$ cat src/rtl/ram_seq_ctrl.sv
// ram_seq_ctrl: fills an external RAM with eC words, then
// streams them back as registered groups of four entries.
module ram_seq_ctrl #(
  parameter int bW = 14,
  parameter int eC = 784,
  parameter int aW = 10
) (
  input  logic          clk,
  input  logic          rst,
  input  logic          start,
  input  logic          in_valid,
  input  logic [bW-1:0] in_data,
  output logic          in_ready,
  output logic          ram_wrEn,
  output logic [aW-1:0] ram_wrAddr,
  output logic [bW-1:0] ram_wrData,
  output logic [aW-1:0] ram_rdAddr,
  input  logic [bW-1:0] ram_rd1,
  input  logic [bW-1:0] ram_rd2,
  input  logic [bW-1:0] ram_rd3,
  input  logic [bW-1:0] ram_rd4,
  output logic          out_valid,
  input  logic          out_ready,
  output logic [bW-1:0] out_d1,
  output logic [bW-1:0] out_d2,
  output logic [bW-1:0] out_d3,
  output logic [bW-1:0] out_d4,
  output logic          out_last,
  output logic          busy,
  output logic          done
);

  typedef enum logic [1:0] {
    IDLE, LOAD, READ, DONE
  } state_t;

  localparam logic [aW-1:0] WLAST = aW'(eC - 1);
  localparam logic [aW-1:0] RLAST = aW'(eC - 4);

  state_t        state, state_nx;
  logic [aW-1:0] wcnt, rcnt;
  logic          rd_end;
  logic          wr_fire, rd_load, rd_take;

  assign ram_wrAddr = wcnt;
  assign ram_wrData = in_data;
  assign ram_rdAddr = rcnt;

  always_comb begin
    state_nx = state;
    in_ready = 1'b0;
    ram_wrEn = 1'b0;
    busy     = 1'b1;
    done     = 1'b0;
    wr_fire  = 1'b0;
    rd_load  = 1'b0;
    rd_take  = out_valid & out_ready;
    unique case (state)
      IDLE: begin
        busy = 1'b0;
        if (start) state_nx = LOAD;
      end
      LOAD: begin
        in_ready = 1'b1;
        ram_wrEn = in_valid;
        wr_fire  = in_valid;
        if (in_valid && wcnt == WLAST)
          state_nx = READ;
      end
      READ: begin
        rd_load = !rd_end && (!out_valid || out_ready);
        if (rd_take && out_last)
          state_nx = DONE;
      end
      DONE: begin
        done     = 1'b1;
        state_nx = IDLE;
      end
      default: state_nx = IDLE;
    endcase
  end

  always_ff @(posedge clk or negedge rst) begin
    if (!rst) state <= IDLE;
    else      state <= state_nx;
  end

  // wcnt saturates at the last address instead of wrapping
  always_ff @(posedge clk or negedge rst) begin
    if (!rst) begin
      wcnt <= '0;
    end else if (state == IDLE && start) begin
      wcnt <= '0;
    end else if (wr_fire && wcnt != WLAST) begin
      wcnt <= wcnt + aW'(1);
    end
  end

  // rd_end marks the last group issued so rcnt never runs past it
  always_ff @(posedge clk or negedge rst) begin
    if (!rst) begin
      rcnt   <= '0;
      rd_end <= 1'b0;
    end else if (state == LOAD && state_nx == READ) begin
      rcnt   <= '0;
      rd_end <= 1'b0;
    end else if (rd_load) begin
      if (rcnt == RLAST) rd_end <= 1'b1;
      else               rcnt   <= rcnt + aW'(4);
    end
  end

  always_ff @(posedge clk or negedge rst) begin
    if (!rst) begin
      out_valid <= 1'b0;
      out_last  <= 1'b0;
      out_d1    <= '0;
      out_d2    <= '0;
      out_d3    <= '0;
      out_d4    <= '0;
    end else if (rd_load) begin
      out_valid <= 1'b1;
      out_last  <= (rcnt == RLAST);
      out_d1    <= ram_rd1;
      out_d2    <= ram_rd2;
      out_d3    <= ram_rd3;
      out_d4    <= ram_rd4;
    end else if (rd_take) begin
      out_valid <= 1'b0;
      out_last  <= 1'b0;
    end
  end

endmodule
$ cat config.mk
export PLATFORM = sky130hd
export DESIGN_NAME = ram_seq_ctrl
export DESIGN_NICKNAME = d
export VERILOG_FILES = /design/src/rtl/ram_seq_ctrl.sv
export SDC_FILE = /design/constraint.sdc
export NUM_CORES = 1
export LEC_CHECK = 0
export CAP_MARGIN = 20
export CORE_ASPECT_RATIO = 0.6
export CORE_MARGIN = 1.5
export CORE_UTILIZATION = 45
export DETAILED_ROUTE_END_ITERATION = 8
export DONT_BUFFER_PORTS = 1
export PLACE_DENSITY = 0.71
export SYNTH_ARGS = -nofsm -noshare
export SYNTH_HDL_FRONTEND = slang
export SYNTH_SLANG_ARGS = --single-unit
$ cat constraint.sdc
create_clock -name clk -period 1.76 [get_ports clk]
set_input_delay 0.352 -clock clk [delete_from_list [all_inputs] [get_ports clk]]
set_output_delay 0.352 -clock clk [all_outputs]
set_load 0.02 [all_outputs]
# Yosys cells after proc, flatten, opt, wreduce, memory -nomap -nowiden

Index checks and enable logic that the tools add are counted.

Flip-flop bits (word level): 81
Bits in latches: 0
RAM bits: 0
Bits in read-only memories: 0
Bits of input ports: 75
Output and inout bits: 96
Word-level logic and storage cells: 57
Memories kept: 0

Add/subtract/negate cells: 2
Multipliers: 0
Divide/modulo/power cells: 0
Order comparisons: 0
Equal/unequal tests: 8
Shift operators: 0
Mux-type cells: 20
Bitwise operators: 1
Reduce and logical (&&, ||, !) cells: 16

Operators by type and width:

| kind                                                 | number |
|---|---|
| 2-to-1 mux 10 bit                                    | 5 |
| equality test 10 bit (second input constant)         | 2 |
| 2-to-1 mux 1 bit                                     | 11 |
| adder 10 x 1 -> 10 bit (second input constant)       | 1 |
| adder 10 x 3 -> 10 bit (second input constant)       | 1 |
| != test 10 bit (second input constant)               | 1 |
| one-hot mux 2 bit (4 select lines)                   | 1 |
| nonzero test 2 bit                                   | 4 |
| equality test 2 bit (second input constant)          | 3 |
| logical AND 1 bit                                    | 6 |
| 2-to-1 mux 2 bit                                     | 3 |
| AND reduction 2 bit                                  | 2 |
| equality test 2 x 1 -> 1 bit (second input constant) | 1 |
| logical NOT 1 bit                                    | 2 |
| logical NOT 2 bit                                    | 1 |
| != test 2 bit (second input constant)                | 1 |
| AND 1 bit                                            | 1 |
| logical OR 1 bit                                     | 1 |

# Logic depth before layout (Yosys ltp)

Depth after elaboration: 8
Gate-level depth with buffers: 6
Depth with buffers taken out: 6

# Worst setup path after synthesis

Ideal clock, no wire load.

Path type: flip-flop to flip-flop
Start point: reg wcnt[0] (netlist: ram_wrAddr[0])
End point: reg wcnt[4] (netlist: ram_wrAddr[4])
Arrival: 1,513 ps
Data required time: 1,620 ps
Path slack: 107 ps
Stages on the path, launching flop included: 6
Buffers on the path: 0
Cells stage by stage: dfrtp_1 ha_1 and3_1 and3_1 o311ai_0 o41ai_1

Cells in the longest elaborated chain, start to end: 3
Elaborated cells between the ends (all ways): 6
Classes of those cells: add/sub: 1; eq/ne: 1; mux: 2; reduce/logical: 2

RTL lines:

| what                                                     | line   | text |
|---|---|---|
| from (decl)                                              | 41     | `logic [aW-1:0] wcnt, rcnt;` |
| from (signal assigned)                                   | 95     | `wcnt <= wcnt + aW'(1);` |
| adder 10 x 1 -> 10 bit or != test 10 bit (tied branches) | 95, 94 |  |
| 2-to-1 mux 10 bit or logical AND 1 bit (tied branches)   | 94     | `end else if (wr_fire && wcnt != WLAST) begin` |
| 2-to-1 mux 10 bit or nonzero test 2 bit (tied branches)  | -      |  |

Several ways; a longest one is shown, not always the timed one. The select of a mux whose other input is x is not followed.
A chain may end at the register's enable or synchronous reset.

# Worst setup path in the final report

Start point: reg state[1]
End point: out ram_wrEn

Cells in the longest elaborated chain, start to end: 2

RTL lines:

| what                         | line | text |
|---|---|---|
| from (decl)                  | 40   | `state_t state, state_nx;` |
| from (signal assigned)       | 85   | `else state <= state_nx;` |
| equality test 2 x 1 -> 1 bit | 58   | `unique case (state)` |
| 2-to-1 mux 1 bit             | 58   |  |
| to (decl)                    | 14   | `output logic ram_wrEn,` |

Every way passes these cells.

==> metrics.csv <==
stage,metric,value,unit
logic_synthesis,most common flop cell mapped by yosys,dfrtp_1,
die,num ports,171,
finish,# diodes,0,
global_routing,M2 GR Usage,0.251,
logic_synthesis,Synth top area share,0.573,
timing,final critical-path share of the clock period,0.948,
logic_synthesis,"FF+latch count, synth",79,
finish,# fillers,674,
cts,Worst-Skew Late Latency,0.33,ns
setup_path,worst setup path endpoint,ram_wrEn,
power_and_ir_drop,power per cell area,1360,mW/mm²
setup_path,CP startpoint,state[1],
cts,htree depth,3,
setup_path,critical path required time,1.41,ns
min_path,min-delay worst type,input port to async pin,
logic_synthesis,Synth area leaders,"dfrtp_1 (57%), nand2_1 (19%), buf_4 (4.4%)",
setup_path,endpoint type of the worst setup path,output pin,
setup_path,CP bufs+invs,2,
cts,"Clk pin slew, worst setup/hold paths",0.06,ns
logic_synthesis,Mean Syn Cell Area,9.15,µm²
finish,share of post-route cells with drive strength above 1,0.134,
cts,clock sink count,79,
detailed_routing,vias per std cell,5.07,
finish,Final #Nets,459,
timing,Final min period,1.67,ns
timing,Setup TNS,0,ns
placement,post-DP HPWL,5130,µm
placement,port bufs,0,
timing,final setup vio count,0,
logic_synthesis,Post-synth ARST share,1.00,
placement,GPL Wtd Cong,0.875,
power_and_ir_drop,Leak,1.95,nW
timing,Rel. slew slack,0.647,
setup_path,critical path class,flop to output pin,
setup_path,Startpoint Class,flop,
power_and_ir_drop,P_int,3.61,mW
outcome,status,"finished, violations left",
die,Initial Util,0.471,
logic_synthesis,sequential element share of the synthesized area,0.573,
cts,CTS Buf Count,9,
logic_synthesis,"top cells by count, synth","nand2_1 (179), dfrtp_1 (79), buf_4 (20)",
run,max-cap viol count,0,
cts,CTS root buffer,clkbuf_16,
global_routing,GR met1 Demand/Resource,0.236,
power_and_ir_drop,switching share of power,0.322,
timing,Clock Skew,0.00340,ns
logic_synthesis,top-count cell post-synth,nand2_1,
die,core area,0.00733,mm²
logic_synthesis,number of flops mapped to enable cells by yosys,0,
power_and_ir_drop,switching power,1.71,mW
detailed_routing,Pre-antenna DRT Iters,4,
logic_synthesis,Yosys top cell by area,dfrtp_1,
detailed_routing,initial drt markers,81,
global_routing,global-route wire length before repair,11200,µm
global_routing,initial antenna violation count,0,
global_routing,met3 Usage GRT,0.113,
cts,clock buffer depth,2,
setup_path,Slowest cell on crit path,dfrtp_2,
global_routing,total grt overflow,0,
detailed_routing,Post-DRT Antenna Nets,0,
timing,fin. max-slew vios,0,
detailed_routing,DR vias,2490,
global_routing,GRT Overall Usage,0.184,
timing,final hold viol count,79,
logic_synthesis,Synth Cell Area,0.00345,mm²
die,width of the die,116,µm
die,Die H,70.8,µm
logic_synthesis,Syn Inst Count,377,
cts,TritonCTS clock tree,built,
detailed_routing,DRC Markers,0,
setup_path,crit path max fanout,7,
setup_path,WP depth,4,
power_and_ir_drop,Clk pwr share,0.341,
logic_synthesis,YS warnings,0,
timing,final hold slack,-0.286,ns
setup_path,WP data arrival,1.32,ns
die,Rows,24,
setup_path,Reg2Reg Depth,5,
setup_path,critical path's top delay family,flip-flops,
power_and_ir_drop,Comb pwr share,0.150,
setup_path,reg2reg setup slack,0.12,ns
global_routing,largest net degree at the start of global routing,80,
setup_path,crit path cell chain,"and2b_1, nand2_2, inv_2, buf_6",
timing,Slew @ Worst Pin,0.525,ns
setup_path,CP peak stage delay,0.44,ns
global_routing,number of global-route vias before repair,2276,
setup_path,Critical R2R Capture,ram_wrAddr[4],
outcome,failing checks,hold timing,
timing,RSZ-0062 raised after global routing,no,
timing,Max Clk Rate,600,MHz
finish,area grow syn2layout,13.2,%
setup_path,Reg-to-Reg Start,ram_wrAddr[0],
power_and_ir_drop,Peak VDD IR,689,µV
die,full die area,0.00821,mm²
detailed_routing,WL per Instance,15.0,µm
global_routing,gr busiest metal,met2,
logic_synthesis,Yosys cell types,44,
power_and_ir_drop,Sequential Power Share,0.508,
detailed_routing,drt total wl,7370,µm
-- state kept, by name, summed over array words and instances, names as in the netlist --
signal / flops
out_d2: 14
out_valid: 1
rd_end: 1
ram_rdAddr: 8
ram_wrAddr: 10
state: 2
out_last: 1
out_d3: 14
out_d4: 14
out_d1: 14
-- through the flow --
| step | setup WS (ns) | util | total power [mW] | cell area [µm²] | instances |
|---|---|---|---|---|---|
| floorplan | 0.107 | - | 3.26 | 3450 | 378 |
| detailed placement | 0.121 | 0.489 | 3.53 | 3590 | 474 |
| global route | 0.0120 | 0.533 | 5.61 | 3900 | 491 |
| global placement | 0.169 | 0.489 | 3.50 | 3590 | 474 |
| CTS | 0.0133 | 0.531 | 5.40 | 3890 | 491 |
| finish | 0.0923 | 0.533 | 5.32 | 3900 | 491 |
-- cell families after synthesis --
kind of cell | Yosys count | share of synthesized area
AO/OA/AOI/OAI | 15 | 0.0305
XOR/XNOR | 9 | 0.0229
adder cells (fa/ha/maj) | 2 | 0.00726
buffers and inverters | 33 | 0.0588
flip-flops | 79 | 0.573
multiplexers | 3 | 0.00871
other | 1 | 0.00109
AND/OR/NAND/NOR | 235 | 0.298
-- cell usage in the layout (no fill, tap or decap), drive strengths merged, types with 3 or more instances in the layout --
cell type,Yosys,layout
clkinv,0,3
nor4,3,3
nor2,15,15
xnor2,3,3
dfrtp,79,79
and2,3,3
buf,24,23
a21oi,5,5
xor2,6,6
and4,4,4
nand2,180,180
clkbuf,6,10
inv,3,3
nand4,4,4
mux2i,3,3
and3,3,3
nand3,9,9
-- worst min-delay path by stage --
stage | cells after the start | endpoint | slack, ns | start
2_1_floorplan | 0 | out_d1[0] | 0.06 | rst
3_3_place_gp | 0 | ram_wrAddr[1] | 0.06 | rst
3_5_place_dp | 0 | ram_wrAddr[1] | 0.06 | rst
4_1_cts | 0 | ram_wrAddr[1] | -0.30 | rst
5_1_grt | 0 | ram_wrAddr[1] | -0.31 | rst
6_report | 0 | ram_wrAddr[1] | -0.29 | rst
-- layout make-up --
class                   instances  area (µm²)  share of cell area
clock buffers                  10         239              0.0612
clock inverters                 6        60.1              0.0154
inverters                       3        11.3             0.00288
multi-input cells             266        1280               0.329
flip-flops and latches         79        1980               0.507
well taps                     104         130              0.0333
repair buffers                 23         201              0.0516
-- metal layers --
| layer | routed length (µm) | part of all wire |
|---|---|---|
| met5 | 0 | 0 |
| met4 | 97 | 0.013 |
| met3 | 1050 | 0.14 |
| met2 | 2980 | 0.40 |
| met1 | 3250 | 0.44 |
-- power by group through the flow --
stage                     Clock, mW  Sequential [mW]  Combinational (mW)
after floorplan                   0             2.84               0.421
after global placement            0             2.73               0.773
after detailed placement          0             2.73               0.805
after CTS                      1.89             2.71               0.804
after global routing           1.97             2.75               0.898
final                          1.82             2.71               0.801
-- what timing repair did --
action / CTS / global route
buffers inserted: 1 / 0
setup endpoints to repair: 1 / 9
pin swaps: 0 / 1
resized for setup: 1 / 4
hold endpoints to repair: 79 / 79
No activity file was read; power rests on OpenSTA's default activity.
